===== config.mk =====
export PLATFORM = sky130hd
export DESIGN_NAME = hazard_ctrl
export DESIGN_NICKNAME = d
export VERILOG_FILES = /design/src/rtl/hazard_ctrl.sv
export SDC_FILE = /design/constraint.sdc
export NUM_CORES = 1
export LEC_CHECK = 0
export BUFFER_PORTS_ARGS = -buffer_cell sky130_fd_sc_hd__clkbuf_2
export CORE_ASPECT_RATIO = 0.6
export CORE_MARGIN = 10
export CORE_UTILIZATION = 42
export DETAILED_ROUTE_END_ITERATION = 16
export PLACE_DENSITY_LB_ADDON = 0.08
export SETUP_SLACK_MARGIN = 0.2
export SYNTH_ARGS = -nofsm -noshare
export SYNTH_HDL_FRONTEND = slang
export SYNTH_SLANG_ARGS = --single-unit

===== constraint.sdc =====
create_clock -name clk -period 2.35 [get_ports clk]
set_input_delay 0.235 -clock clk [delete_from_list [all_inputs] [get_ports clk]]
set_output_delay 0.235 -clock clk [all_outputs]
set_load 0.01 [all_outputs]

===== src/rtl/hazard_ctrl.sv =====
// Pipeline hazard controller: load-use stall, EX redirect flush and AXI-busy freeze with deferred redirect.
// Define HAZARD_PERF_CNT_EN to build the saturating stall/flush/freeze event counters.
module hazard_ctrl (
  input  logic        clk,
  input  logic        rst,
  input  logic [4:0]  id_rs1_addr,
  input  logic [4:0]  id_rs2_addr,
  input  logic        id_rs1_used,
  input  logic        id_rs2_used,
  input  logic [4:0]  ex_rd_addr,
  input  logic        ex_DM_OE,
  input  logic        ex_redirect,
  input  logic [31:0] ex_target,
  input  logic        imem_busy,
  input  logic        dmem_busy,
  output logic        pc_stall,
  output logic        if_id_stall,
  output logic        if_id_flush,
  output logic        id_ex_flush,
  output logic        id_ex_bubble,
  output logic        pipe_freeze,
  output logic        redirect_valid,
  output logic [31:0] redirect_pc,
  output logic [31:0] perf_stall_cnt,
  output logic [31:0] perf_flush_cnt,
  output logic [31:0] perf_freeze_cnt
);

  typedef enum logic {RUN, FREEZE} state_t;

  state_t      state_q, state_d;
  logic        pend_q, pend_d;
  logic [31:0] pend_pc_q, pend_pc_d;

  logic freeze;
  logic load_use;
  logic redirect;
  logic lu_stall;

  always_comb begin
    freeze   = imem_busy | dmem_busy;
    load_use = ex_DM_OE && (ex_rd_addr != 5'd0) &&
               ((id_rs1_used && (id_rs1_addr == ex_rd_addr)) ||
                (id_rs2_used && (id_rs2_addr == ex_rd_addr)));
    // A redirect captured during a freeze replays on the first unfrozen cycle.
    redirect = !freeze && (pend_q || ex_redirect);
    lu_stall = !freeze && !redirect && load_use;
  end

  // Outputs are zero-latency; rst gates them so nothing leaks out during reset.
  always_comb begin
    pipe_freeze    = !rst && freeze;
    pc_stall       = !rst && (freeze || lu_stall);
    if_id_stall    = !rst && (freeze || lu_stall);
    if_id_flush    = !rst && redirect;
    id_ex_flush    = !rst && redirect;
    id_ex_bubble   = !rst && lu_stall;
    redirect_valid = !rst && redirect;
    redirect_pc    = 32'd0;
    if (redirect_valid) redirect_pc = pend_q ? pend_pc_q : ex_target;
  end

  always_comb begin
    // NOTE: every always_comb target gets a default first so no path can infer a latch.
    state_d   = state_q;
    pend_d    = pend_q;
    pend_pc_d = pend_pc_q;
    unique case (state_q)
      RUN:    if (freeze)  state_d = FREEZE;
      FREEZE: if (!freeze) state_d = RUN;
      default:             state_d = RUN;
    endcase
    if (freeze && !pend_q && ex_redirect) begin
      pend_d    = 1'b1;
      pend_pc_d = ex_target;
    end else if (redirect) begin
      pend_d = 1'b0;
    end
  end

  // NOTE: sequential state uses non-blocking assignments so every flop samples pre-edge values.
  always_ff @(posedge clk or posedge rst) begin
    if (rst) begin
      state_q   <= RUN;
      pend_q    <= 1'b0;
      pend_pc_q <= 32'd0;
    end else begin
      state_q   <= state_d;
      pend_q    <= pend_d;
      pend_pc_q <= pend_pc_d;
    end
  end

`ifdef HAZARD_PERF_CNT_EN
  logic [31:0] stall_cnt_q, flush_cnt_q, freeze_cnt_q;

  always_ff @(posedge clk or posedge rst) begin
    if (rst) begin
      stall_cnt_q  <= 32'd0;
      flush_cnt_q  <= 32'd0;
      freeze_cnt_q <= 32'd0;
    end else begin
      if (lu_stall && (stall_cnt_q  != 32'hFFFF_FFFF)) stall_cnt_q  <= stall_cnt_q  + 32'd1;
      if (redirect && (flush_cnt_q  != 32'hFFFF_FFFF)) flush_cnt_q  <= flush_cnt_q  + 32'd1;
      if (freeze   && (freeze_cnt_q != 32'hFFFF_FFFF)) freeze_cnt_q <= freeze_cnt_q + 32'd1;
    end
  end

  assign perf_stall_cnt  = stall_cnt_q;
  assign perf_flush_cnt  = flush_cnt_q;
  assign perf_freeze_cnt = freeze_cnt_q;
`else
  assign perf_stall_cnt  = 32'd0;
  assign perf_flush_cnt  = 32'd0;
  assign perf_freeze_cnt = 32'd0;
`endif

endmodule


Word level (Yosys, flattened, before mapping)
Index checks and enable logic that the tools add are counted.
{ "word_totals": {"reg_bits": 33, "inputBits": 55, "output_inout_bits": 135, "word_cells": 31} }
{ "classes": {"eq_ne": 2, "n_mux": 4, "bitwise": 1, "reduce_logical": 22} }
{ "op_table": {"columns": ["cell", "n"], "rows": [
  ["two-way mux 32 bit", 2],
  ["logical AND 1 bit", 13],
  ["equality test 5 bit", 2],
  ["nonzero test 5 bit", 1],
  ["logical NOT 1 bit", 4],
  ["logical OR 1 bit", 3],
  ["two-way mux 1 bit", 2],
  ["nonzero test 2 bit", 1],
  ["OR 1 bit", 1]
]} }

Longest topological paths before layout
{ "logic_depth": {"ltp_word": 8, "mapped_depth": 5, "mapped_depth_nobuf": 4} }

Worst setup path after synthesis
OpenSTA, ideal clock, no wires.
{ "synth_timing": {"path_kind": "input to output", "startpoint": "input rst", "endpoint": "output if_id_flush", "arrival_ns": 1.814, "required_ns": 2.115, "setup_slack_ns": 0.301, "stages": 5, "n_path_buf": 2, "cell_sequence": "inv_1 o211ai_1 buf_2 inv_1 buf_4"} }
{ "synth_via": {"elab_chain_cells": 2} }
{ "synth_rtl": {"columns": ["item", "line_no", "rtl"], "rows": [
  ["start: declaration", "5", "input logic rst,"],
  ["logical NOT 1 bit (no line)", null, null],
  ["logical AND 1 bit", null, null],
  ["end: declaration", "18", "output logic if_id_flush,"]
]} }
Every way passes these cells.

Worst setup path in the final report
{ "layout_timing": {"startpoint": "input rst", "endpoint": "output id_ex_bubble"} }
{ "layout_via": {"elab_chain_cells": 2} }
{ "layout_rtl": {"columns": ["item", "line_no", "rtl"], "rows": [
  ["logical NOT 1 bit (no line)", null, null],
  ["logical AND 1 bit", "57", "id_ex_bubble = !rst && lu_stall;"],
  ["end: declaration", "20", "output logic id_ex_bubble,"]
]} }
Every way passes these cells.

==> results.cfg <==
[outcome]
status = finished clean

[clocking]
cts_sinks = 33
clk_pin_slew_worst_paths_ns = 0.07
htreeDepth = 2
clock_path_buffers = 2
clkLatencyLatePin_ns = 0.28
tritoncts = done
cts_root_buffer = clkbuf_8
numCtsBuffers = 5
cts_resized = 0

[min_path]
whs_path_depth = 2
hp-class = in -> reg
min_from = ex_target[11]
hold_path_end = pend_pc_q[11]

[placement]
dpl_cell_area_um2 = 2810
gp_congestion = 0.865
post-place-cells = 436
portBuffers = 93
dp_hpwl_mm = 5.45

[timing]
finalSetupTns_ns = 0
finalSetupViolCount = 0
finalHoldViolations = 0
fin_crit_ns = 1.95
fmax_mhz = 514
rsz0062_at_grt = false
fin_crit_sh_pct = 82.8
drv_slew = 0
final.setup_skew_ns = 0.00611

[die]
die_h_um = 81.4
die_x_um = 122
fp.coreArea_um2 = 6110
boundaryPins = 190
die_area_um2 = 9950
fp-row-count = 22
start_util_pct = 43.2

[critical_path]
r2r_end = pend_pc_q[6]
endpoint_kind = output pin
crit_arrival_ns = 1.71
worst_r2r_path_depth = 3
required_ns = 2.12
crit_path_max_fanout = 10
startpoint_type = primary input
path_class = in -> out
r2r-start = pend_q
rrSetupSlack_ns = 0.75

[route]
wire_per_inst_um = 14.6
wirelength_mm = 6.50
drtIter0Drc = 37
vias_per_cell = 3.99
first_pass_iters = 4
route.detailed.drc = 0
vias = 1774
antenna_left = 0

[final_layout]
antennaDiodeCount = 0
post-route-util_pct = 47.5
drive_gt1_share_pct = 38.5
fin_cells = 445
layout.nets = 415
syn2layout_area_growth_pct = 10.1
final_cell_area_um2 = 2900

[power]
p_seq_share_pct = 46.3
pwr_density_cell_nw_per_um2 = 572
intPower_mw = 1.15
vdd_ir_drop_max_uv = 271
comb_power_share_pct = 29.5
p_clk_share_pct = 24.2
switching_share_pct = 31.0
p_switching_mw = 0.515
leakage_nw = 1.64

[synthesis]
yosysTopAreaCell = dfrtp_1
synthTopCellsByCount = buf_4, nor2_1, dfrtp_1
ys_seq_area_share_pct = 31.3
ys_async_sr_fraction_pct = 100
avgSynthCellArea_um2 = 9.95
ys_types = 21
synth_cells = 265
synth-edff-count = 0
synth.top_cell.area_share_pct = 31.3
synth-seq-cells = 33
synth_most_common_cell = buf_4
ys.warnings.count = 0
syn-cell-area_um2 = 2640
synth_area_leaders = dfrtp_1, buf_4, mux2_2
ys.flop_type = dfrtp_1

[job]
max_cap_violations = 0

[grt]
grt_pass1_vias = 1932
grt_pass1_wl_mm = 9.85
antenna_found_initial = 0
overflow = 0
grt_max_degree = 25
grt_usage_pct = 12.1
-- cells in the final DEF (no fill, tap or decap), drive strengths merged --
cell type    count
xor2             8
clkbuf         101
o22ai            1
and2             1
or4              1
conb            96
a32oi            1
nor3b            1
o211ai           1
nor4             3
inv              2
buf              8
mux2i           32
dfrtp           33
nor2            36
dlygate4sd3      1
o2111ai          1
mux2            32
xnor2            2
-- worst max path at each step --
| stage | startpoint | to | slack (ns) |
|---|---|---|---|
| global placement | pend_q | redirect_pc[22] | 0.69 |
| finish | rst | id_ex_bubble | 0.40 |
| floorplan | rst | if_id_flush | 0.30 |
| CTS | pend_q | redirect_pc[22] | 0.39 |
| global route | rst | id_ex_bubble | 0.22 |
| detailed placement | ex_rd_addr[3] | id_ex_bubble | 0.56 |
-- power groups by stage --
| stage | combinational (mW) | clock, mW | sequential [mW] |
|---|---|---|---|
| floorplan | 0.491 | 0 | 0.752 |
| global placement | 0.478 | 0 | 0.777 |
| detailed placement | 0.486 | 0 | 0.778 |
| CTS | 0.489 | 0.419 | 0.770 |
| global route | 0.548 | 0.440 | 0.792 |
| finish | 0.490 | 0.402 | 0.769 |
-- kinds of logic after synthesis --
kind of cell / synth area share (%)
mux: 25.8
other cells: 0.142
xor+xnor: 3.32
compound gates: 1.19
simple gates: 7.16
buf+inv: 31.1
flops: 31.3
-- flip-flops by register name (all words and copies together) (netlist names) --
name	flops
pend_q	1
pend_pc_q	32
-- area by class of cell --
type | count | area, um^2
Fill cell | 621 | 3210
Multi-Input combinational cell | 216 | 1350
Sequential cell | 33 | 827
Timing Repair Buffer | 102 | 536
Tap cell | 84 | 105
Clock buffer | 8 | 80.1
Inverter | 2 | 7.51
-- per-layer routing --
layer	GRT usage (%)	part of all wire, %	vias up
li1	-	-	863
met1	14.0	41	817
met2	20.9	48	88
met3	5.06	10	6
met4	2.22	0.77	0
met5	0	0	-
-- metrics by stage --
stage	setup WS, ns	power, mW	hold WS, ns
floorplan	0.301	1.24	0.370
global placement	0.686	1.25	0.284
detailed placement	0.556	1.26	0.279
CTS	0.386	1.68	0.190
global route	0.220	1.78	0.200
finish	0.404	1.66	0.191
-- repair_timing --
action                                 4_1_cts  5_1_grt
hold buffers                                 1        0
endpoints found under the hold margin        9        0
setup buffers                                0        0
-- worst max-delay path, cell delays in order --
cell and delay [ns]:
dlygate4sd3_1 0.54, clkbuf_2 0.12, inv_1 0.08, buf_4 0.19, o2111ai_1 0.15, nor4_1 0.20
clkbuf_2 0.19
No activity file was read; power rests on OpenSTA's default activity.
